==> src/rtl/plot_pkg.sv <==
// Shared types and frame constants for the plotter raster feeder.
package plot_pkg;

  typedef enum logic [1:0] {
    IDLE,
    FETCH,
    PRESENT,
    DONE
  } plot_state_t;

  localparam int PLOT_W = 80;
  localparam int PLOT_H = 106;
  localparam int POS_W  = 7;

  function automatic int addr_w(input int w, input int h);
    return $clog2(w * h);
  endfunction

endpackage

==> src/rtl/plot_raster_feeder_if.sv <==
// Pixel presentation handshake between the raster feeder and plotter_control.
interface plot_raster_feeder_if;
  import plot_pkg::*;

  logic             pixel_valid_out;
  logic             pixel_ready_in;
  logic             pixel_value_out;
  logic [POS_W-1:0] row_out;
  logic [POS_W-1:0] col_out;

  modport master (
    output pixel_valid_out,
    output pixel_value_out,
    output row_out,
    output col_out,
    input  pixel_ready_in
  );

  modport slave (
    input  pixel_valid_out,
    input  pixel_value_out,
    input  row_out,
    input  col_out,
    output pixel_ready_in
  );

endinterface

==> src/rtl/serpentine_counter.sv <==
// Frame walker: row/col position, running row base address and scan direction.
module serpentine_counter
  import plot_pkg::*;
#(
  parameter int WIDTH      = PLOT_W,
  parameter int HEIGHT     = PLOT_H,
  parameter int ADDR_W     = addr_w(PLOT_W, PLOT_H),
  parameter int SERPENTINE = 1
) (
  input  logic              clk_in,
  input  logic              rst_in,
  input  logic              clear,
  input  logic              advance,
  output logic [POS_W-1:0]  row,
  output logic [POS_W-1:0]  col,
  output logic [ADDR_W-1:0] addr,
  output logic              last_pixel
);

  logic [POS_W-1:0]  row_q, row_d;
  logic [POS_W-1:0]  col_q, col_d;
  logic [ADDR_W-1:0] base_q, base_d;
  logic [ADDR_W-1:0] addr_q;
  logic              dir_q, dir_d;
  logic              row_end;

  // dir_q = 1 means the current row is scanned right-to-left
  assign row_end = dir_q ? (col_q == '0) : (col_q == POS_W'(WIDTH - 1));

  always_comb begin
    row_d  = row_q;
    col_d  = col_q;
    base_d = base_q;
    dir_d  = dir_q;
    if (row_end) begin
      row_d  = row_q + 1'b1;
      base_d = base_q + ADDR_W'(WIDTH);
      if (SERPENTINE != 0) begin
        dir_d = ~dir_q;
      end else begin
        col_d = '0;
      end
    end else if (dir_q) begin
      col_d = col_q - 1'b1;
    end else begin
      col_d = col_q + 1'b1;
    end
  end

  always_ff @(posedge clk_in) begin
    if (rst_in || clear) begin
      row_q  <= '0;
      col_q  <= '0;
      base_q <= '0;
      addr_q <= '0;
      dir_q  <= 1'b0;
    end else if (advance) begin
      row_q  <= row_d;
      col_q  <= col_d;
      base_q <= base_d;
      dir_q  <= dir_d;
      addr_q <= base_d + ADDR_W'(col_d);
    end
  end

  assign row        = row_q;
  assign col        = col_q;
  assign addr       = addr_q;
  assign last_pixel = (row_q == POS_W'(HEIGHT - 1)) && row_end;

endmodule

==> src/rtl/plot_raster_feeder.sv <==
// Freezes the b/w frame and feeds it pixel by pixel to plotter_control.
//   state   | meaning
//   IDLE    | waiting for start_in
//   FETCH   | address on BRAM, waiting out the read latency
//   PRESENT | pixel offered to the plotter until ready
//   DONE    | one-cycle done pulse, then back to IDLE
module plot_raster_feeder
  import plot_pkg::*;
#(
  parameter int WIDTH        = PLOT_W,
  parameter int HEIGHT       = PLOT_H,
  parameter int ADDR_W       = addr_w(PLOT_W, PLOT_H),
  parameter int READ_LATENCY = 2,
  parameter int SERPENTINE   = 1
) (
  input  logic                 clk_in,
  input  logic                 rst_in,
  input  logic                 start_in,
  input  logic                 abort_in,
  output logic [ADDR_W-1:0]    bram_addr_out,
  input  logic                 bram_data_in,
  output logic                 busy_out,
  output logic                 done_out,
  plot_raster_feeder_if.master pix
);

  plot_state_t      state_q, state_d;
  logic [2:0]       lat_q;
  logic             value_q;
  logic             clear, advance, capture;
  logic             last_pixel;
  logic [POS_W-1:0] row, col;

  serpentine_counter #(
    .WIDTH      (WIDTH),
    .HEIGHT     (HEIGHT),
    .ADDR_W     (ADDR_W),
    .SERPENTINE (SERPENTINE)
  ) u_counter (
    .clk_in     (clk_in),
    .rst_in     (rst_in),
    .clear      (clear),
    .advance    (advance),
    .row        (row),
    .col        (col),
    .addr       (bram_addr_out),
    .last_pixel (last_pixel)
  );

  always_comb begin
    state_d = state_q;
    clear   = 1'b0;
    advance = 1'b0;
    capture = 1'b0;
    case (state_q)
      IDLE: begin
        if (start_in) begin
          clear   = 1'b1;
          state_d = FETCH;
        end
      end
      FETCH: begin
        if (abort_in) begin
          state_d = IDLE;
        end else if (lat_q == 3'(READ_LATENCY)) begin
          capture = 1'b1;
          state_d = PRESENT;
        end
      end
      PRESENT: begin
        // abort wins over a handshake in the same cycle
        if (abort_in) begin
          state_d = IDLE;
        end else if (pix.pixel_ready_in) begin
          if (last_pixel) begin
            state_d = DONE;
          end else begin
            advance = 1'b1;
            state_d = FETCH;
          end
        end
      end
      DONE:    state_d = IDLE;
      default: state_d = IDLE;
    endcase
  end

  always_ff @(posedge clk_in) begin
    if (rst_in) begin
      state_q <= IDLE;
      lat_q   <= '0;
      value_q <= 1'b0;
    end else begin
      state_q <= state_d;
      lat_q   <= (state_q == FETCH && state_d == FETCH) ? lat_q + 3'd1 : 3'd0;
      if (capture) begin
        value_q <= bram_data_in;
      end
    end
  end

  assign pix.pixel_valid_out = (state_q == PRESENT);
  assign pix.pixel_value_out = value_q;
  assign pix.row_out         = row;
  assign pix.col_out         = col;
  assign busy_out            = (state_q == FETCH) || (state_q == PRESENT);
  assign done_out            = (state_q == DONE);

endmodule

==> src/flat_wrapper.sv <==
// flat-port wrapper written by rule: the top's interface ports become plain ports
module plot_raster_feeder_flat import plot_pkg::*;
#(
  parameter int WIDTH        = PLOT_W,
  parameter int HEIGHT       = PLOT_H,
  parameter int ADDR_W       = addr_w(PLOT_W, PLOT_H),
  parameter int READ_LATENCY = 2,
  parameter int SERPENTINE   = 1
)
  (clk_in, rst_in, start_in, abort_in, bram_addr_out, bram_data_in, busy_out, done_out, pix_pixel_valid_out, pix_pixel_value_out, pix_row_out, pix_col_out, pix_pixel_ready_in);
  plot_raster_feeder_if pix_i ();
  input  logic clk_in;
  input  logic rst_in;
  input  logic start_in;
  input  logic abort_in;
  output logic [ADDR_W-1:0] bram_addr_out;
  input  logic bram_data_in;
  output logic busy_out;
  output logic done_out;
  output wire logic [$bits(pix_i.pixel_valid_out)-1:0] pix_pixel_valid_out;
  output wire logic [$bits(pix_i.pixel_value_out)-1:0] pix_pixel_value_out;
  output wire logic [$bits(pix_i.row_out)-1:0] pix_row_out;
  output wire logic [$bits(pix_i.col_out)-1:0] pix_col_out;
  input wire logic [$bits(pix_i.pixel_ready_in)-1:0] pix_pixel_ready_in;
  assign pix_pixel_valid_out = pix_i.pixel_valid_out;
  assign pix_pixel_value_out = pix_i.pixel_value_out;
  assign pix_row_out = pix_i.row_out;
  assign pix_col_out = pix_i.col_out;
  assign pix_i.pixel_ready_in = pix_pixel_ready_in;
  plot_raster_feeder #(.WIDTH(WIDTH), .HEIGHT(HEIGHT), .ADDR_W(ADDR_W), .READ_LATENCY(READ_LATENCY), .SERPENTINE(SERPENTINE)) u_core (.clk_in(clk_in), .rst_in(rst_in), .start_in(start_in), .abort_in(abort_in), .bram_addr_out(bram_addr_out), .bram_data_in(bram_data_in), .busy_out(busy_out), .done_out(done_out), .pix(pix_i));
endmodule
==> config.mk <==
export PLATFORM = sky130hd
export DESIGN_NAME = plot_raster_feeder_flat
export DESIGN_NICKNAME = d
export VERILOG_FILES = /design/src/rtl/plot_pkg.sv /design/src/rtl/plot_raster_feeder_if.sv /design/src/rtl/serpentine_counter.sv /design/src/rtl/plot_raster_feeder.sv /design/src/flat_wrapper.sv
export SDC_FILE = /design/constraint.sdc
export NUM_CORES = 1
export LEC_CHECK = 0
export BUFFER_PORTS_ARGS = -buffer_cell sky130_fd_sc_hd__buf_2
export CORE_ASPECT_RATIO = 0.75
export CORE_UTILIZATION = 30
export DETAILED_ROUTE_END_ITERATION = 7
export PLACE_DENSITY = 0.55
export SLEW_MARGIN = 20
export SYNTH_ARGS = -nofsm -noshare
export SYNTH_HDL_FRONTEND = slang
export SYNTH_SLANG_ARGS = --single-unit
export TNS_END_PERCENT = 5
==> constraint.sdc <==
create_clock -name clk_in -period 3.8 [get_ports clk_in]
set_input_delay 0.57 -clock clk_in [delete_from_list [all_inputs] [get_ports clk_in]]
set_output_delay 0.57 -clock clk_in [all_outputs]
set_load 0.02 [all_outputs]
### Word-level counts from Yosys, hierarchy flattened

Index checks and enable logic that the tools add are counted.

| storage, ports and cells | value |
|---|---|
| flip-flop bits (word level) | 49 |
| input bits | 6 |
| output and inout bits | 32 |
| logic and storage cells | 51 |

| operators by class | value |
|---|---|
| $add $sub $neg | 6 |
| eq/ne operators | 7 |
| multiplexer cells | 20 |
| bitwise operators | 2 |
| reduce and logical (&&, ||, !) cells | 8 |

Operators by type and width:

| operator | number |
|---|---|
| $add 14x7->14 | 1 |
| $add 14x7->14 const B | 1 |
| $add 7x1->7 const B | 2 |
| $eq 7x7->1 const B | 2 |
| $mux 14 | 1 |
| $mux 7 | 2 |
| $mux 2 | 6 |
| $mux 1 | 10 |
| $pmux 2 s4 | 1 |
| $logic_not 7->1 | 1 |
| $sub 7x1->7 const B | 1 |
| $eq 2x1->1 const B | 2 |
| $eq 2x2->1 const B | 2 |
| $add 3x1->3 const B | 1 |
| $eq 3x2->1 const B | 1 |
| $logic_and 1x1->1 | 2 |
| $logic_not 2->1 | 1 |
| $logic_or 1x1->1 | 2 |
| $not 1->1 | 2 |
| $reduce_and 2->1 | 1 |
| $reduce_or 2->1 | 1 |

### Depth between registers and ports, before layout

Gate-level depths: netlist of the first run.

| depth | value |
|---|---|
| depth in word-level cells | 11 |
| mapped depth | 16 |
| depth with buffers taken out | 16 |

### Hierarchy

Synthesis of the first run repeated with hierarchy kept, for this count alone.

| second synthesis, totals | value |
|---|---|
| cells, all modules | 323 |
| area, all modules | 2681.3 um^2 |

Modules (own cells, without submodules):

| module | times used | cells an instance | area an instance (um^2) | seq. area each (um^2) |
|---|---|---|---|---|
| serpentine_counter | 1 | 277 | 2252.2 | 700.7 |
| plot_raster_feeder | 1 | 46 | 429.2 | 120.1 |

### Worst setup path before layout of the first run

No wires, ideal clock.

| timing | value |
|---|---|
| kind | reg2reg |
| from | register u_core.u_counter.col_q[1] (netlist: u_core.u_counter.col[1]) |
| to | register u_core.u_counter.addr_q[12] (netlist: u_core.u_counter.addr[12]) |
| setup time | 0.063 ns |
| data arrival time | 3.128 ns |
| data required time | 3.737 ns |
| path slack | 0.609 ns |
| cell stages (with the launch flop) | 14 |
| buffers on the path | 1 |
| clock period less this slack | 3.191 ns |
| cell sequence | dfxtp_1 inv_1 or4_4 buf_6 nand2_1 nor2_1 ha_1 fa_1 a21o_1 nand2_1 o22ai_1 nor4bb_1 or3_1 nand3_1 |

| on the way | value |
|---|---|
| elaborated cells on any way between the ends | 14 |
| classes of those cells | 3 x add/sub; 1 x eq/ne; 8 x mux; 2 x reduce/logical |

RTL lines:

| item | RTL line | RTL |
|---|---|---|
| start: declaration | serpentine_counter.sv:21 | `logic [POS_W-1:0] col_q, col_d;` |
| start signal: assignment | serpentine_counter.sv:59 | `col_q <= col_d;` |
| $add 7x1->7, or another cell as far along | serpentine_counter.sv:46 | `col_d = col_q + 1'b1;` |
| $mux 7 / $mux 1 (equally long branches) | serpentine_counter.sv:43, serpentine_counter.sv:28 |  |
| $mux 7 (*) | serpentine_counter.sv:35 | `if (row_end) begin` |
| via u_core.u_counter.col_d[4] | serpentine_counter.sv:21 |  |
| $add 14x7->14 (*) | serpentine_counter.sv:62 | `addr_q <= base_d + ADDR_W'(col_d);` |
| end signal: assignment | serpentine_counter.sv:62 |  |
| end: declaration | serpentine_counter.sv:23 | `logic [ADDR_W-1:0] addr_q;` |

The timed path passes the listed nets; every way through them passes the cells marked *.
A chain may end at the register's enable or synchronous reset.

### Worst setup path after layout of the first run

| timing | value |
|---|---|
| from | register u_core.u_counter.dir_q |
| to | register u_core.u_counter.addr_q[11] (netlist: u_core.u_counter.addr[11]) |

| on the way | value |
|---|---|
| longest elaborated chain between the ends | 6 |
| elaborated cells on any way between the ends | 10 |
| classes of those cells | 1 x add/sub; 8 x mux; 1 x reduce/logical |

RTL lines:

| item | RTL line | RTL |
|---|---|---|
| start: declaration | serpentine_counter.sv:24 | `logic dir_q, dir_d;` |
| start signal: assignment | serpentine_counter.sv:61 | `dir_q <= dir_d;` |
| parallel branches: the longest is 6 deep, another holds $add 14x7->14 | -- |  |

Parallel ways; which one is timed is not known.

==> results.tsv, run 1 <==
metric	value	unit
setup_viol	0	
p_leak	1.207	nW
netlist_instances	311	
die_w	109.0	um
multi_input_area	1629	um2
fp.dieH	82.28	um
grt_pass1_vias	2087	
p_clk_frac	0.459	
place_ws	392.3	ps
finalPower	0.8619	mW
drive_gt1_frac	0.1686	
switching_share	0.2156	
power_density	288.2	nW/um2
antenna_found_initial	0	
slowest_stage	dfxtp_1	
irDropWorstVdd	0.0002322	V
rows	28	
crit_chain	inv_1, fa_1, inv_1, a21oi_1, o21bai_1, a21o_1, a21oi_1, xnor2_1, a21oi_1, ha_1, a21oi_1, a221o_1, or3_1, nand3_1, a21oi_1	
clkLatencyLatePin	280	ps
diodes	0	
synthFlopType	dfxtp_1	
synthArstFlopShare	0	
grt_max_degree	29	
dpl_cell_area	2860	um2
syn_avg_cell_area	8.288	um2
wire_per_inst	12.88	um
max_freq	290.3	MHz
start_util	0.3185	
postCtsHoldBufs	0	
syn-num-nets	337	
cts_setup_buffers	0	
post_cts_resized	0	
fin_ws	355.8	ps
required	3930	ps
seq_power_share	0.502	
status	completed	
fin_setup_tns	0	ps
clock-sinks	41	
cp_data_arrival_time	3570	ps
cp_common_cell	a21oi_1	
fin_crit	3444	ps
regToRegEndpoint	u_core.u_counter.addr[11]	
synth_top_cell_by_area	dfxtp_1	
grt_first_pass_wirelength	9929	um
yosys_warnings	0	
tightest_slew	944.7	ps
rsz0062_at_grt	false	
drc	0	
setup.worst_path.start_class	flip-flop	
cts_buffer_depth	2	
dp_hpwl	4301	um
worstHoldPathCells	2	
num_vias	2216	
report.final.slew_viol_count	0	
drtPass1Iterations	4	
yosys-top-cells-area	dfxtp_1 32%, ha_1 8.7%, xnor2_1 6.8%	
fin_worst_skew	6.267	ps
die-area	8970	um2
hold_ws	450.0	ps
hold_viol_final	0	
drt_wl_total	5783	um
cp_slowest_stage_delay	590	ps
ys_seq_elements	41	
hold_path_end	u_core.u_counter.addr[5]	
slew_headroom	0.3702	
p_comb_frac	0.038	
first_iter_violations	126	
post-route-cell-area	2990	um2
hold_start	u_core.u_counter.addr[5]	
ant_nets	0	
cts_tree	yes	
path_max_fanout	12	
timing.hold.worst.class	reg2reg	
r2r_slack	360	ps
area.growth.synth_to_final	16.02	%
numCtsBuffers	5	
htree_levels	2	
power.switching	0.1858	mW
r2r_cells	15	
grt_usage	0.1419	
cap_violations	0	
fp.coreArea	8093	um2
fin_crit_sh	0.9064	
synth-edff-count	0	
r2r-start	u_core.u_counter.dir_q	
num_io_pins	38	
path_clk_slew	60	ps
io_buffers	37	
ys_types	51	
fillers	846	
endpoint_kind	flip-flop	
internal_power	0.6761	mW
via_per_inst	4.935	
grt_overflow	0	
syn_area	2577	um2
final_nets	371	
regArea	820.8	um2
yosysTopAreaCellShare	0.3184	
cts_root_buffer	clkbuf_16	
crit_type	reg2reg	
ys_seq_area_frac	0.3184	
place.gp.congestion	0.7926	
==> registers in the layout, summed over array words and instances (netlist names), named ones only <==
signal / cells
u_core.u_counter.addr: 10
u_core.u_counter.base_q: 10
u_core.u_counter.row: 7
u_core.u_counter.col: 6
u_core.lat_q: 3
u_core.state_q: 2
u_core.pix.pixel_value_out: 1
u_core.u_counter.dir_q: 1
==> cells in the mapped netlist (2+ instances only) <==
| cell type | number |
|---|---|
| or3_1 | 6 |
| nor3b_1 | 2 |
| nand2b_1 | 3 |
| a211oi_1 | 5 |
| o21ai_0 | 12 |
| nor4_2 | 2 |
| nor2_1 | 35 |
| inv_1 | 13 |
| o22ai_1 | 2 |
| clkbuf_1 | 9 |
| o21bai_1 | 2 |
| o211ai_1 | 2 |
| buf_4 | 4 |
| mux2i_1 | 4 |
| nor4_1 | 2 |
| dfxtp_1 | 41 |
| nand2_1 | 28 |
| ha_1 | 18 |
| nor3_1 | 9 |
| xnor2_1 | 20 |
| xor2_1 | 12 |
| a21oi_1 | 28 |
| and2_1 | 3 |
| a21o_1 | 5 |
| and3_1 | 3 |
| nand3_1 | 10 |
| nand4_1 | 5 |
| a32o_1 | 2 |
| fa_1 | 2 |
==> cells by family (layout without fill, tap and decap cells) <==
family / Yosys count / count (layout) / share of synthesized area
mux: 4 / 4 / 0.01553
xor+xnor: 32 / 32 / 0.1087
simple gates: 118 / 118 / 0.2345
buf+inv: 29 / 62 / 0.05145
fa+ha+maj: 20 / 20 / 0.1029
compound gates: 67 / 67 / 0.1684
flops: 41 / 41 / 0.3184
==> cell type report <==
cell class              count  area share
flip-flops and latches     41      0.2745
well taps                 105     0.04393
multi-input cells         241      0.5448
clock inverters             1    0.001674
clock buffers               5     0.04184
inverters                  13     0.01632
repair buffers             43     0.07699
==> per-stage QoR <==
step / cells / utilization
finish: 449 / 0.3695
global route: 449 / 0.3695
CTS: 449 / 0.3695
detailed placement: 443 / 0.3534
global placement: 443 / 0.3534
floorplan: 311 / -
==> worst max-delay path: cells and delay by family, from the launching register on <==
kind                     cells  cell delay, ps
AO/OA/AOI/OAI                8            1110
adder cells (fa/ha/maj)      2             770
flip-flops                   1             590
AND/OR/NAND/NOR              2             440
XOR/XNOR                     1             190
buffers and inverters        2             180
==> power by group through the flow <==
stage	Sequential, mW	Clock, mW	Combinational [mW]
after floorplan	0.442	0	0.0226
after global routing	0.433	0.433	0.0373
final	0.433	0.396	0.0329
after global placement	0.442	0	0.0335
after detailed placement	0.442	0	0.0338
after CTS	0.433	0.407	0.0338
==> worst max-delay path by stage <==
stage | start | end | slack (ps) | cells past startpoint
after CTS | u_core.u_counter.dir_q | u_core.u_counter.addr[11] | 380 | 15
after global placement | u_core.u_counter.dir_q | u_core.u_counter.addr[11] | 440 | 15
after floorplan | u_core.u_counter.col[1] | u_core.u_counter.addr[12] | 610 | 13
after detailed placement | u_core.u_counter.dir_q | u_core.u_counter.addr[12] | 390 | 14
after global routing | u_core.u_counter.dir_q | u_core.u_counter.addr[11] | 40 | 15
final | u_core.u_counter.dir_q | u_core.u_counter.addr[11] | 360 | 15
==> placed cells by master (no fill, tap or decap), types with 3 or more instances in the layout <==
cell type	n
inv_1	13
ha_1	18
buf_2	37
or3_1	6
nor2_1	35
nand4_1	5
nand3_1	10
xnor2_1	20
clkbuf_16	5
dfxtp_1	41
xor2_1	12
nand2_1	28
a211oi_1	4
buf_4	6
o21ai_0	12
mux2i_1	4
and2_1	3
a21o_1	5
nor3_1	9
nand2b_1	3
and3_1	3
a21oi_1	28
==> layer usage <==
metal / GRT usage / routed length, um
met1: 0.1996 / 3139
met2: 0.2113 / 2345
met3: 0.03454 / 214
met4: 0.04595 / 83
met5: 0 / 0
Note: power is estimated with default switching activity, not from simulation.
==> run 2, diff against run 1 <==
PLACE_DENSITY = 0.57   (was 0.55)
clock period = 3 ns   (was 3.8 ns; I/O delays follow)
==> results.tsv, run 2 (same netlist as run 1, synthesis figures left out) <==
metric	value	unit
timing.hold.worst.class	in2reg	
met2_usage	0.2327	
path_max_fanout	4	
final_cell_mix	42 x buf_4, 37 x buf_2, 35 x dfxtp_1	
ant_nets	0	
via_per_inst	4.872	
start_util	0.3185	
grt_util_met3	0.04396	
area.growth.synth_to_final	31.26	%
cp_data_arrival_time	3070	ps
crit_type	reg2reg	
slowest_stage	dfxtp_4	
drt_wl_total	6171	um
die-area	8970	um2
power_density	342.9	nW/um2
num_io_pins	38	
regArea	835.8	um2
grt_first_pass_wirelength	10270	um
critPathTopFamily	compound AO/OA/AOI/OAI gates	
drtPass1Iterations	4	
met1_usage	0.2023	
fin_crit_sh	0.9795	
grt_pass1_vias	2153	
cts_buffer_depth	2	
cap_violations	0	
antenna_found_initial	0	
clock-sinks	41	
place.gp.congestion	0.7821	
status	completed	
path_clk_slew	60	ps
rsz0062_at_grt	true	
fin_crit	2938	ps
setup.worst_path.start_class	flip-flop	
r2r_cells	14	
instances_no_fill	486	
dp_hpwl	4583	um
max_freq	340.3	MHz
first_iter_violations	134	
fin_ws	61.64	ps
rows	28	
tightest_slew	922.2	ps
cts_tree	yes	
busiest_layer	met2	
fp.coreArea	8093	um2
grt_overflow	0	
cp_common_cell	a21oi_2	
crit_buf_inv	0	
cp_slowest_stage_delay	350	ps
irDropWorstVdd	0.0001949	V
die_w	109.0	um
numCtsBuffers	5	
worstHoldPathCells	2	
multi_input_area	1712	um2
cp.depth	14	
drive_gt1_frac	0.3123	
place_ws	-137.0	ps
setup_viol	0	
p_leak	1.398	nW
final_util	0.4181	
fillers	828	
required	3130	ps
cts_root_buffer	clkbuf_16	
fp.dieH	82.28	um
slew_headroom	0.3852	
hold_viol_final	0	
htree_levels	2	
endpoint_kind	flip-flop	
crit_chain	ha_1, a21o_1, a21oi_2, o21bai_1, a21oi_2, xor2_2, nor2_2, ha_1, a21o_1, a21oi_2, a221o_1, or3_1, nand3_1, a21oi_1	
layout_commonest_cell	buf_4	
finalPower	1.160	mW
fin_worst_skew	4.031	ps
place_inst	470	
hold_ws	391.5	ps
wire_per_inst	12.70	um
drc	0	
grt_usage	0.1490	
report.final.slew_viol_count	0	
clkLatencyLatePin	290	ps
diodes	0	
final_nets	407	
io_buffers	37	
grt_max_degree	29	
num_vias	2368	
==> run 2: cell types whose count changed in the layout (fill, tap and decap cells not counted), moves of 3 or more <==
cell / delta
a21oi_1: -5
a21oi_2: +5
buf_4: +36
dfxtp_1: -6
dfxtp_2: +3
dfxtp_4: +3
==> run 2: power breakdown <==
group	internal [mW]	switching [mW]	leakage, nW
clock network	0.353	0.220	0.0778
logic	0.0127	0.0295	0.986
registers	0.544	0.00163	0.334
total	0.909	0.251	1.40
==> run 2: layout make-up <==
cell class,instances,share of cell area
clock inverter,1,0.001479
sequential,41,0.2470
clock buffer,6,0.04438
multi-input combinational,241,0.5059
timing repair buffer,79,0.1479
tap,105,0.03883
inverter,13,0.01442
==> run 2: worst paths after layout <==
path              slack (ps)                   endpoint                     start
setup reg to reg          60  u_core.u_counter.addr[11]   u_core.u_counter.col[1]
hold reg to reg          450   u_core.u_counter.addr[5]  u_core.u_counter.addr[5]
hold / removal           390          u_core.state_q[1]                    rst_in
setup / recovery          60  u_core.u_counter.addr[11]   u_core.u_counter.col[1]
==> run 2: stage by stage <==
stage                     cell area (um2)  TNS [ps]
after global routing                 3383    -233.0
after CTS                            3308         0
final                                3383         0
after floorplan                      2594    -31.69
after global placement               3078    -266.8
after detailed placement             3078    -352.3
==> run 2: repair_timing <==
action | CTS | global route
setup buffers | 4 | 5
pin swaps | 13 | 8
endpoints found under the setup margin | 5 | 7
hold buffers | 0 | 0
gates resized for setup | 13 | 6
==> run 2: layer usage <==
| metal | vias to the layer above | share of wire |
|---|---|---|
| met5 | - | 0 |
| met4 | 0 | 0.0079 |
| met3 | 5 | 0.050 |
| met2 | 54 | 0.43 |
| met1 | 1082 | 0.52 |
| li1 | 1227 | - |
==> run 3, diff against run 2 <==
ABC_AREA = 1   (was not set)
CELL_PAD_IN_SITES_DETAIL_PLACEMENT = 1   (was not set)
CELL_PAD_IN_SITES_GLOBAL_PLACEMENT = 2   (was not set)
CORE_UTILIZATION = 29   (was 30)
PLACE_DENSITY = 0.83   (was 0.57)
==> results.tsv, run 3 <==
metric	value	unit
grt_usage	0.1559	
yosys_warnings	0	
clock-sinks	41	
cts_tree	yes	
setup.worst_path.start_class	flip-flop	
power_density	370.1	nW/um2
num_io_pins	38	
internal_power	0.9533	mW
slew_headroom	0.6741	
syn-num-nets	412	
regToRegEndpoint	u_core.u_counter.addr[13]	
numCtsBuffers	5	
first_iter_violations	73	
place.gp.congestion	0.8176	
ys_seq_area_frac	0.2986	
r2r-start	u_core.u_counter.dir_q	
grt_pass1_vias	2409	
num_vias	2584	
cts_buffer_depth	2	
switching_share	0.2264	
area.growth.synth_to_final	21.12	%
yosys-top-cells-area	dfxtp_1 30%, nand2_1 9.3%, ha_1 8.2%	
yosysMostFrequentCell	nand2_1	
syn_area	2749	um2
p_comb_frac	0.034	
diodes	0	
die_w	114.4	um
seq_power_share	0.444	
required	3200	ps
regArea	822.0	um2
ys_seq_elements	41	
grt_overflow	0	
instances_no_fill	557	
io_buffers	37	
cp_data_arrival_time	3040	ps
p_clk_frac	0.521	
synthFlopType	dfxtp_1	
fin_worst_skew	6.188	ps
wire_per_inst	13.45	um
grt_first_pass_wirelength	11940	um
synth_top_cell_by_area	dfxtp_1	
hold_ws	371.7	ps
clkLatencyLatePin	300	ps
timing.hold.worst.class	in2reg	
fin_crit	2849	ps
fin_ws	150.8	ps
cap_violations	0	
p_leak	1.520	nW
drtPass1Iterations	4	
crit_type	reg2reg	
path_clk_slew	70	ps
multi_input_area	1689	um2
layout_commonest_cell	nand2_1	
setup_viol	0	
grt_max_degree	27	
dp_hpwl	5592	um
cts_root_buffer	clkbuf_16	
drt_wl_total	7493	um
power.switching	0.2791	mW
start_util	0.3014	
place_ws	-27.35	ps
r2r_cells	19	
antenna_found_initial	0	
irDropWorstVdd	0.0001790	V
ys_types	39	
drc	0	
yosysTopAreaCellShare	0.2986	
final_nets	454	
max_freq	351.0	MHz
synthArstFlopShare	0	
syn_avg_cell_area	7.121	um2
endpoint	u_core.u_counter.addr[13]	
endpoint_kind	flip-flop	
via_per_inst	4.639	
finalPower	1.232	mW
fp.dieH	86.32	um
fillers	1159	
ant_nets	0	
die-area	9876	um2
synth-edff-count	0	
place_inst	546	
tightest_slew	488.3	ps
path_max_fanout	6	
status	completed	
hold_viol_final	0	
report.final.slew_viol_count	0	
r2r_slack	150	ps
crit_path_start	u_core.u_counter.dir_q	
fin_crit_sh	0.9497	
rows	30	
htree_levels	2	
synthTopCellsByCount	68 x nand2_1, 49 x inv_1, 41 x dfxtp_1	
fp.coreArea	9121	um2
drive_gt1_frac	0.2354	
netlist_instances	386	
final_cell_mix	68 x nand2_1, 49 x inv_1, 40 x dfxtp_1	
==> run 3: logic make-up (layout without fill, tap and decap cells) <==
logic type      Yosys count  count (layout)  share of synthesized area
compound gates           69              69                     0.1361
xor+xnor                 13              13                    0.04142
fa+ha+maj                20              20                    0.09650
buf+inv                  69             112                     0.1170
flops                    41              41                     0.2986
simple gates            174             174                     0.3104
==> run 3: routing by layer <==
metal  share of wire  track usage  vias to the layer above
met2            0.42       0.2342                       30
li1                -            -                     1333
met4           0.012      0.03896                        0
met1            0.53       0.2267                     1213
met3           0.030      0.03147                        8
met5               0            0                        -
==> run 3: cell type report <==
type	instances	share of cell area
multi-input combinational	276	0.5073
sequential	41	0.2469
timing repair buffer	48	0.08155
inverter	56	0.06464
tap	128	0.04810
clock buffer	5	0.03758
clock inverter	3	0.01390
==> run 3: per-stage QoR <==
stage | cell area [um2] | setup TNS, ps | utilization
detailed placement | 3048 | -27.35 | 0.3342
global placement | 3048 | 0 | 0.3342
finish | 3329 | 0 | 0.3650
floorplan | 2749 | 0 | -
CTS | 3224 | 0 | 0.3535
global route | 3329 | -103.5 | 0.3650
==> run 3: worst min path at each step <==
stage | startpoint | end | slack [ps] | depth (start not counted)
after floorplan | u_core.lat_q[0] | u_core.lat_q[0] | 420 | 1
after global placement | u_core.lat_q[0] | u_core.lat_q[0] | 430 | 1
after detailed placement | u_core.lat_q[0] | u_core.lat_q[0] | 440 | 1
after CTS | rst_in | u_core.state_q[1] | 370 | 2
after global routing | rst_in | u_core.state_q[1] | 380 | 2
final | rst_in | u_core.state_q[1] | 370 | 2
==> run 3: power by group through the flow <==
| stage | clock (mW) | combinational (mW) | sequential [mW] |
|---|---|---|---|
| 2_1_floorplan | 0 | 0.0245 | 0.560 |
| 3_3_place_gp | 0 | 0.0415 | 0.560 |
| 3_5_place_dp | 0 | 0.0425 | 0.560 |
| 4_1_cts | 0.661 | 0.0428 | 0.548 |
| 5_1_grt | 0.681 | 0.0475 | 0.548 |
| 6_report | 0.642 | 0.0424 | 0.548 |
==> run 3: worst max-delay path: stages, from the launching register on <==
cell and delay, ps:
dfxtp_2 330, buf_4 160, ha_4 290, nand2_1 70, o21ai_2 170, nand2_1 90, nand2_1 80, a21oi_1 80
xor2_1 160, o21a_1 210, ha_4 290, nand3_1 90, nand3_2 80, nand3_2 100, nor2_4 190, nand3_1 100
nand2_1 60, nand3_1 60, nand2_1 70, inv_1 40
==> run 3: repair_timing <==
item                       4_1_cts  5_1_grt
resized for setup                2       16
pin swaps                        0        3
buffers inserted                 0        3
hold buffers                     0        0
setup endpoints to repair        5        7
